<file path="config.mk">
export PLATFORM = sky130hd
export DESIGN_NAME = regfile_arbiter
export DESIGN_NICKNAME = d
export VERILOG_FILES = /design/src/rtl/regfile_arbiter.sv
export SDC_FILE = /design/constraint.sdc
export NUM_CORES = 1
export LEC_CHECK = 0
export ABC_AREA = 0
export CAP_MARGIN = 40
export CORE_MARGIN = 2
export CORE_UTILIZATION = 36
export DETAILED_ROUTE_END_ITERATION = 16
export GPL_ROUTABILITY_DRIVEN = 0
export PLACE_DENSITY = 0.76
export SLEW_MARGIN = 25
export SYNTH_ARGS = -nofsm -noshare
export SYNTH_HDL_FRONTEND = slang
export SYNTH_SLANG_ARGS = --single-unit
</file>
<file path="constraint.sdc">
create_clock -name CLK -period 1.5 [get_ports CLK]
set_clock_uncertainty 0.05 [all_clocks]
set_input_delay 0.225 -clock CLK [delete_from_list [all_inputs] [get_ports CLK]]
set_output_delay 0.225 -clock CLK [all_outputs]
set_load 0.02 [all_outputs]
</file>
<file path="src/rtl/regfile_arbiter.sv">
// Two-requester round-robin arbiter/sequencer for a shared 8x16 register file port.
// Each command is issued as a single one-cycle WrEn or RdEn strobe, and completion
// is reported with a one-cycle Ack to the requester that issued it.
module regfile_arbiter #(
    parameter int DATA_WIDTH = 16,
    parameter int ADDR_WIDTH = 3
) (
    input  logic                  CLK,
    input  logic                  RST,
    input  logic                  Req0,
    input  logic                  Wr0,
    input  logic [ADDR_WIDTH-1:0] Addr0,
    input  logic [DATA_WIDTH-1:0] WData0,
    output logic                  Ack0,
    output logic [DATA_WIDTH-1:0] RData0,
    input  logic                  Req1,
    input  logic                  Wr1,
    input  logic [ADDR_WIDTH-1:0] Addr1,
    input  logic [DATA_WIDTH-1:0] WData1,
    output logic                  Ack1,
    output logic [DATA_WIDTH-1:0] RData1,
    output logic                  WrEn,
    output logic                  RdEn,
    output logic [ADDR_WIDTH-1:0] Address,
    output logic [DATA_WIDTH-1:0] WrData,
    input  logic [DATA_WIDTH-1:0] RdData,
    output logic                  Busy
);

    typedef enum logic [1:0] {
        IDLE    = 2'd0,
        ISSUE   = 2'd1,
        CAPTURE = 2'd2,
        ACK     = 2'd3
    } state_t;

    state_t                state_q, state_d;
    logic                  last_gnt_q, last_gnt_d;
    logic                  gnt_q, gnt_d;
    logic                  wr_q, wr_d;
    logic [ADDR_WIDTH-1:0] addr_q, addr_d;
    logic [DATA_WIDTH-1:0] wdata_q, wdata_d;
    logic [DATA_WIDTH-1:0] rdata0_q, rdata0_d;
    logic [DATA_WIDTH-1:0] rdata1_q, rdata1_d;
    logic                  sel;

    // State, command and read-result registers; reset aborts any command in flight.
    always_ff @(posedge CLK) begin
        if (!RST) begin
            state_q    <= IDLE;
            last_gnt_q <= 1'b1;
            gnt_q      <= 1'b0;
            wr_q       <= 1'b0;
            addr_q     <= '0;
            wdata_q    <= '0;
            rdata0_q   <= '0;
            rdata1_q   <= '0;
        end else begin
            state_q    <= state_d;
            last_gnt_q <= last_gnt_d;
            gnt_q      <= gnt_d;
            wr_q       <= wr_d;
            addr_q     <= addr_d;
            wdata_q    <= wdata_d;
            rdata0_q   <= rdata0_d;
            rdata1_q   <= rdata1_d;
        end
    end

    // Arbitration in IDLE, command sequencing and read-data capture.
    always_comb begin
        state_d    = state_q;
        last_gnt_d = last_gnt_q;
        gnt_d      = gnt_q;
        wr_d       = wr_q;
        addr_d     = addr_q;
        wdata_d    = wdata_q;
        rdata0_d   = rdata0_q;
        rdata1_d   = rdata1_q;
        // On contention, the requester not served last wins; otherwise the lone requester.
        sel        = (Req0 && Req1) ? ~last_gnt_q : Req1;
        unique case (state_q)
            IDLE: begin
                if (Req0 || Req1) begin
                    gnt_d      = sel;
                    last_gnt_d = sel;
                    wr_d       = sel ? Wr1 : Wr0;
                    addr_d     = sel ? Addr1 : Addr0;
                    // Reads carry zero write data so WrData is 0 while RdEn is up.
                    wdata_d    = (sel ? Wr1 : Wr0) ? (sel ? WData1 : WData0) : '0;
                    state_d    = ISSUE;
                end
            end
            ISSUE: begin
                state_d = wr_q ? ACK : CAPTURE;
            end
            CAPTURE: begin
                if (gnt_q) rdata1_d = RdData;
                else       rdata0_d = RdData;
                state_d = ACK;
            end
            ACK: begin
                state_d = IDLE;
            end
            default: state_d = IDLE;
        endcase
    end

    // Moore outputs; Address/WrData mirror the command register, which only changes on a grant.
    always_comb begin
        WrEn    = (state_q == ISSUE) && wr_q;
        RdEn    = (state_q == ISSUE) && !wr_q;
        Ack0    = (state_q == ACK) && !gnt_q;
        Ack1    = (state_q == ACK) && gnt_q;
        Address = addr_q;
        WrData  = wdata_q;
        RData0  = rdata0_q;
        RData1  = rdata1_q;
        Busy    = (state_q != IDLE);
    end

endmodule

</file>
## Word level (Yosys, flattened, before mapping)

Index checks and enable logic that the tools add are counted.

- Logic and storage cells: 35
- Flip-flop bits (word level): 56

- Bitwise gates (word level): 2
- Eq/ne operators: 4
- Reduce and logical (&&, ||, !) cells: 13
- Muxes and demuxes: 8

Operators with widths:

| cell | number |
|---|---|
| $mux W16 | 2 |
| $pmux W2 S4 | 1 |
| $reduce_and A2 Y1 | 3 |
| $logic_and A1 B1 Y1 | 5 |
| $eq A2 B2 Y1 const B | 2 |
| $mux W1 | 3 |
| $mux W3 | 1 |
| $eq A2 B1 Y1 const B | 1 |
| $logic_not A1 Y1 | 2 |
| $logic_not A2 Y1 | 1 |
| $mux W2 | 1 |
| $ne A2 B2 Y1 const B | 1 |
| $not A1 Y1 | 2 |
| $reduce_bool A2 Y1 | 1 |
| $logic_or A1 B1 Y1 | 1 |

## Logic depth before layout (Yosys ltp)

Gate-level depths: netlist of the first run.

- Depth in word-level cells: 4
- Mapped depth: 9

## Worst setup path before layout of the first run

Ideal clock, no wire load.

- Kind: register -> register
- From: reg state_q[0]
- To: reg wdata_q[10] (netlist: WrData[10])
- Stages on the path, launching flop included: 10
- Arrival time: 1.442 ns
- Setup time: 0.069 ns
- Period minus slack after synthesis: 1.561 ns
- Required time: 1.381 ns
- Setup slack: -0.061 ns
- Path buffers: 3
- Cells stage by stage: dfxtp_1 inv_1 ha_1 buf_2 o21ai_1 and2_1 clkbuf_2 buf_2 nand2_1 o21ai_1

- Word-level cells in the longest chain between the ends: 2

RTL lines:

| what | RTL line | text |
|---|---|---|
| start, declared | 37 | `state_t state_q, state_d;` |
| start signal, assigned | 59 | `state_q <= state_d;` |
| $logic_not A2 Y1 | 82 | `unique case (state_q)` |
| $reduce_and A2 Y1 (no line) | -- |  |
| end signal, assigned | 64 | `wdata_q <= wdata_d;` |
| end, declared | 42 | `logic [DATA_WIDTH-1:0] wdata_q, wdata_d;` |

Every way passes these cells.
A chain may end at the register's enable or synchronous reset.

## Final worst setup path of the first run

- From: reg state_q[0]
- To: out Ack1

- Word-level cells in the longest chain between the ends: 2

RTL lines:

| what | RTL line | text |
|---|---|---|
| $eq A2 B2 Y1 | 114 | `Ack1 = (state_q == ACK) && gnt_q;` |
| $logic_and A1 B1 Y1 | 114 |  |
| end, declared | 20 | `output logic Ack1,` |

Every way passes these cells.

==> results.rst, run 1 <==
.. list-table::
   :header-rows: 1

   * - Metric
     - Value
   * - Initial standard-cell utilization of the core
     - 0.368
   * - Overall power of the completed layout
     - 4.25 mW
   * - Net count reported at finish
     - 461
   * - Dominant delay contributor by cell family on the critical path
     - flip-flops
   * - Flops & latches, synth
     - 56
   * - Hold-fix buffers, CTS
     - 0
   * - Endpoint arrival time on the critical path
     - 1.22 ns
   * - End point of the critical path
     - Ack1
   * - Average footprint of a synthesized cell
     - 8.76 sq um
   * - Worst stage delay on the critical path
     - 0.34 ns
   * - Count of standard-cell rows
     - 29
   * - Warnings from Yosys
     - 0
   * - Kind of path behind the tightest hold check
     - reg -> reg
   * - Crit path required time
     - 1.22 ns
   * - Total die area
     - 7030 sq um
   * - Sink Count
     - 56
   * - Number of nets still failing antenna checks after routing
     - 0
   * - Clock tree root driver cell
     - clkbuf_8
   * - Overall die height
     - 83.9 um
   * - Estimated wirelength of the detail-placed design
     - 4590 um
   * - GR Util All Layers
     - 0.173
   * - Highest clock rate
     - 667 MHz
   * - Slew margin rel.
     - 0.762
   * - TritonCTS clock tree
     - yes
   * - Netlist Area Pre-Place
     - 2300 sq um
   * - Leading cell types by total area after synthesis
     - dfxtp_1 49%, nand2_1 14%, a21boi_0 10%, mux2i_1 8.3%, o21ai_1 2.4%
   * - Setup TNS after final layout
     - 0 ns
   * - Die X-Extent
     - 83.9 um
   * - Routed wire length
     - 6240 um
   * - Routed wire per std cell
     - 13.1 um
   * - Unrepaired setup endpoints after global routing
     - yes
   * - Fill count
     - 568
   * - I/O Pins
     - 116
   * - Crit-path slowest cell
     - dfxtp_2
   * - Share of final-layout standard cells stronger than drive strength 1
     - 0.158
   * - Htree depth
     - 2
   * - Synthesized Nets
     - 326
   * - Buf/Inv on CP
     - 2
   * - Power per unit of standard cell area
     - 1090 nW/um^2
   * - Proportion of synthesized chip area in sequential cells
     - 0.488
   * - Worst-Margin Slew
     - 0.356 ns
   * - Vias in the first global route
     - 2186
   * - Post-CTS clock slew at the launch and capture registers of the worst setup and hold paths
     - 0.10 ns
   * - Synth top area share
     - 0.488
   * - Number of cells on the worst reg-to-reg path
     - 7
   * - CP startpoint kind
     - register
   * - N_diodes
     - 0
   * - Initial antenna violation count
     - 0
   * - Synthesized instance count
     - 262
   * - Global-route wire length before repair
     - 9990 um
   * - Total number of vias
     - 2264
   * - Worst setup path startpoint
     - state_q[0]
   * - Core area
     - 6240 sq um
   * - Final setup violation count
     - 0
   * - Reg-to-Reg End
     - state_q[0]
   * - Total congestion overflow after global routing
     - 0
   * - Static leakage power
     - 1.69 nW
   * - Final critical-path required period
     - 1.50 ns
   * - Number of buffers added by the clock tree synthesis step
     - 5
   * - DR iter-0 viols
     - 79
   * - Endpoint kind of the worst setup timing path
     - output pin
   * - Series of cell instances along the critical path
     - buf_4, ha_2, and2_4, buf_6
   * - Final slew viol count
     - 0
   * - Share of the clock period used by the worst path after layout
     - 0.999
   * - Maximum fanout encountered on the critical timing path
     - 2
   * - WS Path Type
     - reg -> out
   * - Register-to-register setup slack
     - 0.01 ns
   * - Peak VDD IR
     - 0.549 mV
   * - Distinct cell type count of the synthesized netlist
     - 26
   * - P&R area growth vs syn
     - 69.2%
   * - Library cell occupying the most area in the post-synthesis netlist
     - dfxtp_1
   * - Count of input and output buffers
     - 115
   * - Number of gates on the worst path with buffers counted
     - 4
   * - # Max-Cap Violations
     - 0
   * - Clock network latency to the later pin of the worst-skew pair
     - 0.30 ns
   * - Fin. Hold Viols
     - 0
   * - Worst flop-to-flop path startpoint
     - state_q[1]
   * - Run status
     - finished clean
   * - Pin count of the biggest net entering global routing
     - 22
   * - Avg Vias per Cell
     - 4.77
   * - DRC violations left
     - 0
   * - Clock tree buffer depth
     - 2
   * - First-pass iteration count of the detailed router
     - 4
==> registers in the layout, summed over array words and instances (netlist names) <==
register	count
gnt_q	1
RData0	16
wr_q	1
state_q	2
WrData	16
RData1	16
last_gnt_q	1
Address	3
==> logic make-up (layout without fill, tap and decap cells) <==
group | after synthesis | count (layout) | share of synthesized area
adder cells (fa/ha/maj) | 4 | 4 | 0.0218
multiplexers | 19 | 19 | 0.0828
buffers and inverters | 20 | 155 | 0.0414
AND/OR/NAND/NOR | 98 | 99 | 0.176
flip-flops | 56 | 56 | 0.488
AO/OA/AOI/OAI | 65 | 65 | 0.190
==> power breakdown <==
group | internal, mW | leakage, nW | total, mW | switching, mW
Clock | 0.333 | 0.0445 | 0.826 | 0.494
Sequential | 1.66 | 0.456 | 1.76 | 0.0971
Combinational | 0.856 | 1.19 | 1.67 | 0.814
==> per-layer routing <==
layer,share of wire,GRT usage
met1,0.42,0.207
met3,0.096,0.0692
met4,0.012,0.0440
met2,0.47,0.290
met5,0,0
==> repair_timing <==
action | 4_1_cts | 5_1_grt
endpoints found under the hold margin | 0 | 0
setup buffers | 3 | 1
pin swaps | 1 | 2
cloned | 0 | 2
resized for setup | 92 | 19
setup endpoints to repair | 105 | 40
==> worst min-delay path by stage <==
stage,from,endpoint,cells after the start
detailed placement,WrData[1],WrData[1],2
global placement,WrData[5],WrData[5],2
floorplan,RdData[13],RData1[13],2
global route,WrData[14],WrData[14],2
finish,WrData[6],WrData[6],2
CTS,WrData[6],WrData[6],2
==> layout by cell type, fill, tap and decap left out, types with 2 or more instances in the layout <==
master and n:
a21boi_0 31, nor2b_1 3, buf_12 4, ha_4 2
inv_2 2, o21ai_1 12, nor2b_4 2, o21ai_0 8
a21boi_1 2, a21oi_1 3, buf_6 6, buf_4 23
nand2b_1 2, dlygate4sd2_1 51, dfxtp_2 2, mux2i_1 19
clkdlybuf4s50_1 59, o21a_1 2, and2_4 4, dfxtp_1 54
clkbuf_8 5, nand2_1 83, inv_6 2
==> metrics by stage <==
stage / instance area, sq um / utilization / hold slack [ns] / setup WS, ns / instances
CTS: 3770 / 0.604 / 0.406 / -0.0549 / 472
floorplan: 2310 / - / 0.310 / 0.00209 / 262
global route: 3880 / 0.622 / 0.419 / -0.0426 / 475
finish: 3880 / 0.622 / 0.401 / 0.00133 / 475
global placement: 3680 / 0.590 / 0.384 / -0.307 / 460
detailed placement: 3690 / 0.591 / 0.391 / -0.386 / 461
==> cells in the mapped netlist <==
cell type  instances
a21boi_0          31
a21boi_1           2
a21boi_2           1
a21oi_1            3
a22oi_1            2
a32o_1             1
and2_1             4
and3_1             1
buf_2              6
buf_4              2
clkbuf_1           5
clkbuf_2           4
dfxtp_1           56
ha_1               4
inv_1              3
mux2i_1           19
nand2_1           83
nand2b_1           2
nand3_2            1
nor2_1             2
nor2b_1            5
o211ai_1           1
o21a_1             2
o21ai_0           10
o21ai_1           11
o31a_1             1
==> layout make-up <==
| type | instances | area [sq um] | area share |
|---|---|---|---|
| Clock inverter | 3 | 21.3 | 0.00548 |
| Clock buffer | 5 | 68.8 | 0.0177 |
| Timing Repair Buffer | 144 | 1380 | 0.356 |
| Inverter | 3 | 16.3 | 0.00419 |
| Multi-Input combinational cell | 187 | 1170 | 0.303 |
| Sequential cell | 56 | 1120 | 0.289 |
| Tap cell | 77 | 96.3 | 0.0248 |
==> worst register-to-register path: stages (launching register included) <==
cell	delay [ns]
dfxtp_2	0.35
buf_6	0.11
inv_6	0.04
ha_4	0.14
and2_4	0.15
buf_4	0.12
o31a_1	0.26
o21a_1	0.16
(Power assumes the default switching activity.)
==> run 2: changes to the inputs <==
- CORE_UTILIZATION: 36 -> 43
- PLACE_DENSITY: 0.76 -> 0.85
- clock period: 1.5 -> 1.8 ns (I/O delays scaled with it)
==> run 2 against run 1 <==
Clock power shrank 3.6%. Routed wire length shrank 5.7%. Non-clock buffer count shrank 20. Critical path depth is the same. Total power shrank 21%. Critical endpoint is now Busy. Largest cell class unchanged. Largest power group unchanged.
==> results.rst, run 2 (synthesis results as in run 1) <==
.. list-table::
   :header-rows: 1

   * - Metric
     - Value
   * - Run status
     - finished clean
   * - Total congestion overflow after global routing
     - 0
   * - Clock tree root driver cell
     - clkbuf_8
   * - Avg Vias per Cell
     - 4.89
   * - First-pass iteration count of the detailed router
     - 4
   * - Net count reported at finish
     - 440
   * - Sink Count
     - 56
   * - Fin. Hold Viols
     - 0
   * - Slew margin rel.
     - 0.611
   * - Endpoint kind of the worst setup timing path
     - output pin
   * - Worst-Margin Slew
     - 0.584 ns
   * - Count of standard-cell rows
     - 26
   * - Design area
     - 3630 sq um
   * - CP most frequent cell
     - inv_1
   * - Worst flop-to-flop path startpoint
     - state_q[0]
   * - Vias in the first global route
     - 2115
   * - Crit-path slowest cell
     - dfxtp_1
   * - DRC violations left
     - 0
   * - Static leakage power
     - 1.33 nW
   * - Total die area
     - 5940 sq um
   * - DR iter-0 viols
     - 98
   * - Clock tree buffer depth
     - 2
   * - Final setup violation count
     - 0
   * - WS Path Type
     - reg -> out
   * - CP startpoint kind
     - register
   * - Die X-Extent
     - 77.1 um
   * - Series of cell instances along the critical path
     - inv_1, ha_1, inv_1, clkdlybuf4s15_1
   * - Total number of vias
     - 2185
   * - I/O Pins
     - 116
   * - Multi-input gate area in the final layout
     - 1080 sq um
   * - Overall power of the completed layout
     - 3.38 mW
   * - Peak VDD IR
     - 0.555 mV
   * - Number of nets still failing antenna checks after routing
     - 0
   * - Unrepaired setup endpoints after global routing
     - no
   * - Htree depth
     - 2
   * - Endpoint arrival time on the critical path
     - 1.39 ns
   * - Startpoint of the tightest hold check path
     - WrData[11]
   * - Setup TNS after final layout
     - 0 ns
   * - # Max-Cap Violations
     - 0
   * - Sequential cell area
     - 1120 sq um
   * - TritonCTS clock tree
     - yes
   * - Core area
     - 5140 sq um
   * - Share of the clock period used by the worst path after layout
     - 0.948
   * - Hold-fix buffers, CTS
     - 0
   * - Final slew viol count
     - 0
   * - P&R area growth vs syn
     - 58.3%
   * - Kind of path behind the tightest hold check
     - reg -> reg
   * - Dominant delay contributor by cell family on the critical path
     - buffers and inverters
   * - Most common cell after layout, fill and taps aside
     - clkdlybuf4s50_1
   * - Buf/Inv on CP
     - 3
   * - Placed cell areas
     - 3530 sq um
   * - Pin count of the biggest net entering global routing
     - 37
   * - GR Util All Layers
     - 0.203
   * - Share of final-layout standard cells stronger than drive strength 1
     - 0.0504
   * - Number of buffers added by the clock tree synthesis step
     - 5
   * - Clock network latency to the later pin of the worst-skew pair
     - 0.30 ns
   * - Placement Setup Slack
     - -0.133 ns
   * - Routed wire per std cell
     - 13.2 um
   * - Global-route wire length before repair
     - 9780 um
   * - Final Hold Slack
     - 0.399 ns
   * - Count of input and output buffers
     - 115
   * - Power per unit of standard cell area
     - 929 nW/um^2
   * - Worst setup path startpoint
     - state_q[0]
   * - Commonest cells after routing, fill and taps aside
     - 110 x clkdlybuf4s50_1, 83 x nand2_1, 55 x dfxtp_1
   * - Routed wire length
     - 5880 um
   * - Fill count
     - 411
   * - Setup slack after layout
     - 0.0936 ns
   * - Overall die height
     - 77.1 um
   * - Final critical-path required period
     - 1.71 ns
   * - Post-CTS clock slew at the launch and capture registers of the worst setup and hold paths
     - 0.10 ns
   * - Estimated wirelength of the detail-placed design
     - 4410 um
   * - Worst stage delay on the critical path
     - 0.37 ns
   * - Maximum fanout encountered on the critical timing path
     - 4
   * - Crit path required time
     - 1.48 ns
   * - Highest clock rate
     - 586 MHz
   * - Initial standard-cell utilization of the core
     - 0.447
   * - Initial antenna violation count
     - 0
   * - N_diodes
     - 0
==> run 2: worst paths after layout <==
kind / depth (start not counted) / slack (ns) / endpoint
worst min register to register: 2 / 0.40 / WrData[11]
worst min-delay path: 2 / 0.40 / WrData[11]
worst max register to register: 8 / 0.19 / WrData[6]
worst max-delay path: 4 / 0.09 / Busy
==> run 2: per-stage QoR <==
step	cells	util
2_1_floorplan	262	-
3_3_place_gp	439	0.687
3_5_place_dp	439	0.687
4_1_cts	447	0.707
5_1_grt	447	0.707
6_report	447	0.707
==> run 2: power by group <==
group	internal (mW)	leakage, nW	switching (mW)
sequential	1.38	0.456	0.0843
clock	0.413	0.0552	0.382
combinational	0.551	0.823	0.564
==> run 2: area by class of cell <==
| type | instances | area share |
|---|---|---|
| repair buffers | 124 | 0.337 |
| flip-flops and latches | 56 | 0.309 |
| multi-input cells | 186 | 0.297 |
| well taps | 70 | 0.0241 |
| clock buffers | 6 | 0.0200 |
| clock inverters | 2 | 0.00964 |
| inverters | 3 | 0.00310 |
==> run 2: what timing repair did <==
action / CTS / global route
gates resized for setup: 5 / 2
buffers inserted: 0 / 0
setup endpoints to repair: 5 / 2
==> run 2: layer usage <==
metal / vias up / GRT usage / share of wire
li1: 1091 / - / -
met2: 102 / 0.348 / 0.48
met1: 990 / 0.244 / 0.43
met5: - / 0 / 0
met3: 2 / 0.0753 / 0.095
met4: 0 / 0.0429 / 0.0031
==> run 2: worst register-to-register path, stage by stage, from the launching register on <==
cell     delay, ns
dfxtp_1       0.37
inv_1         0.09
ha_1          0.23
buf_4         0.17
o21ai_1       0.14
and2_1        0.21
buf_12        0.15
nand2_1       0.06
o21ai_1       0.07
==> run 3: changes to the inputs <==
- CORE_UTILIZATION: 43 -> 36
- PLACE_DENSITY: 0.85 -> 0.76
- SLEW_MARGIN: 25 -> default
- clock period: 1.8 -> 1.43 ns (I/O delays scaled with it)
==> run 3 against run 2 <==
The run now ends with negative setup slack left. Combinational power up 69%. Final area increased by 9.1%. Sequential cell count unchanged. Largest cell class unchanged. Highest routed layer unchanged.
==> results.rst, run 3 (synthesis results as in run 1) <==
.. list-table::
   :header-rows: 1

   * - Metric
     - Value
   * - Avg Vias per Cell
     - 4.76
   * - Non-filler cells, final
     - 472
   * - Number of cells on the worst reg-to-reg path
     - 7
   * - Post-CTS clock slew at the launch and capture registers of the worst setup and hold paths
     - 0.11 ns
   * - Core area
     - 6240 sq um
   * - DR iter-0 viols
     - 65
   * - Pin count of the biggest net entering global routing
     - 33
   * - First-pass iteration count of the detailed router
     - 4
   * - Die X-Extent
     - 83.9 um
   * - Endpoint kind of the worst setup timing path
     - register
   * - Final critical-path required period
     - 1.50 ns
   * - Vias in the first global route
     - 2242
   * - Total number of vias
     - 2246
   * - GR Util All Layers
     - 0.179
   * - Routed wire per std cell
     - 13.4 um
   * - Most common cell after layout, fill and taps aside
     - nand2_1
   * - Commonest cells after routing, fill and taps aside
     - 83 x nand2_1, 58 x clkdlybuf4s50_1, 54 x dfxtp_1
   * - Peak VDD IR
     - 0.739 mV
   * - Cell count after placement
     - 459
   * - Sink Count
     - 56
   * - Violations in the final reports
     - negative setup slack
   * - Unrepaired setup endpoints after global routing
     - yes
   * - N_diodes
     - 0
   * - Initial antenna violation count
     - 0
   * - Kind of path behind the tightest hold check
     - in -> reg
   * - Maximum fanout encountered on the critical timing path
     - 7
   * - Global-route wire length before repair
     - 10300 um
   * - Clock network latency to the later pin of the worst-skew pair
     - 0.31 ns
   * - Final slew viol count
     - 0
   * - Overall die height
     - 83.9 um
   * - Worst flop-to-flop path startpoint
     - state_q[0]
   * - Design area
     - 3970 sq um
   * - I/O Pins
     - 116
   * - Slew margin rel.
     - 0.820
   * - Register-to-register setup slack
     - -0.07 ns
   * - DRC violations left
     - 0
   * - Fin. Hold Viols
     - 0
   * - Startpoint of the tightest hold check path
     - Req0
   * - Total die area
     - 7030 sq um
   * - Placed cell areas
     - 3680 sq um
   * - Clock tree root driver cell
     - clkbuf_8
   * - # Max-Cap Violations
     - 0
   * - Reg-to-Reg End
     - state_q[0]
   * - TritonCTS clock tree
     - yes
   * - Highest clock rate
     - 667 MHz
   * - Count of standard-cell rows
     - 29
   * - Fill count
     - 569
   * - Number of nets still failing antenna checks after routing
     - 0
   * - Clock tree buffer depth
     - 2
   * - Static leakage power
     - 1.72 nW
   * - Share of the clock period used by the worst path after layout
     - 1.05
   * - P&R area growth vs syn
     - 72.7%
   * - Hold-critical path endpoint
     - last_gnt_q
   * - CP startpoint kind
     - register
   * - Cell count of the worst hold path
     - 4
   * - Setup slack after layout
     - -0.0703 ns
   * - WS Path Type
     - reg -> reg
   * - Total congestion overflow after global routing
     - 0
   * - Crit path required time
     - 1.59 ns
   * - Final setup violation count
     - 5
   * - Routed wire length
     - 6340 um
   * - Htree depth
     - 2
   * - Hold-fix buffers, CTS
     - 0
   * - Power per unit of standard cell area
     - 1160 nW/um^2
   * - Initial standard-cell utilization of the core
     - 0.368
   * - Share of final-layout standard cells stronger than drive strength 1
     - 0.187
   * - Count of input and output buffers
     - 115
   * - Run status
     - complete, but fails checks
   * - Final Hold Slack
     - 0.298 ns
   * - Number of buffers added by the clock tree synthesis step
     - 5
   * - Endpoint arrival time on the critical path
     - 1.66 ns
   * - Net count reported at finish
     - 458
   * - Estimated wirelength of the detail-placed design
     - 4420 um
   * - Worst-Margin Slew
     - 0.270 ns
run 3: cell types whose count changed in the layout (fill, tap and decap cells not counted), sizes merged:
cell	change
nand3	+1
clkdlybuf4s15	-1
dlygate4sd2	+47
dlymetal6s2s	+1
clkdlybuf4s50	-52
bufinv	-1
and2	+1
buf	+21
clkinvlp	+2
clkbuf	-1
run 3: worst max-delay path by stage:
stage / startpoint / to / slack, ns / cells after the start
after floorplan: state_q[0] / WrData[10] / 0.007 / 9
after global placement: Req0 / WrData[15] / -0.40 / 5
after detailed placement: Req0 / WrData[15] / -0.51 / 5
after CTS: state_q[1] / WrEn / -0.08 / 5
after global routing: state_q[0] / state_q[0] / -0.12 / 7
final: state_q[0] / state_q[0] / -0.07 / 7
run 3: per-layer routing:
metal,vias to the layer above,GRT usage,wire [um]
met5,-,0,0
met4,0,0.0543,61
met3,6,0.0584,528
met2,96,0.319,3140
met1,1007,0.203,2610
li1,1137,-,-
run 3: stage by stage:
step,setup TNS [ns],total power [mW],utilization,setup slack (ns)
2_1_floorplan,0,2.64,-,0.00737
3_3_place_gp,-12.78,3.41,0.588,-0.401
3_5_place_dp,-9.65,3.45,0.589,-0.510
4_1_cts,-0.228,4.49,0.617,-0.0823
5_1_grt,-0.742,4.88,0.635,-0.118
6_report,-0.201,4.60,0.635,-0.0703
run 3: worst max-delay path: stages (launching register included):
cell	delay [ns]
dfxtp_2	0.36
inv_2	0.04
buf_6	0.11
ha_4	0.16
buf_6	0.12
buf_6	0.13
o31a_1	0.27
o21a_1	0.17
run 3: cell type report:
type,instances,area (sq um),area share
timing repair buffer,140,1380,0.347
multi-input combinational,188,1260,0.318
sequential,56,1120,0.283
tap,77,96.3,0.0243
clock buffer,5,68.8,0.0174
clock inverter,3,23.8,0.00600
inverter,3,16.3,0.00410
run 3: repair_timing:
item                                    CTS  global route
buffers inserted                          3             0
pin swaps                                 4            24
endpoints found under the setup margin   88            44
gates resized for setup                 107            48
gates cloned                              2             0
run 3: power by group:
part           internal (mW)  leakage (nW)  switching (mW)
Combinational          0.965          1.22           0.910
Clock                  0.348        0.0404           0.535
Sequential              1.74         0.456           0.103
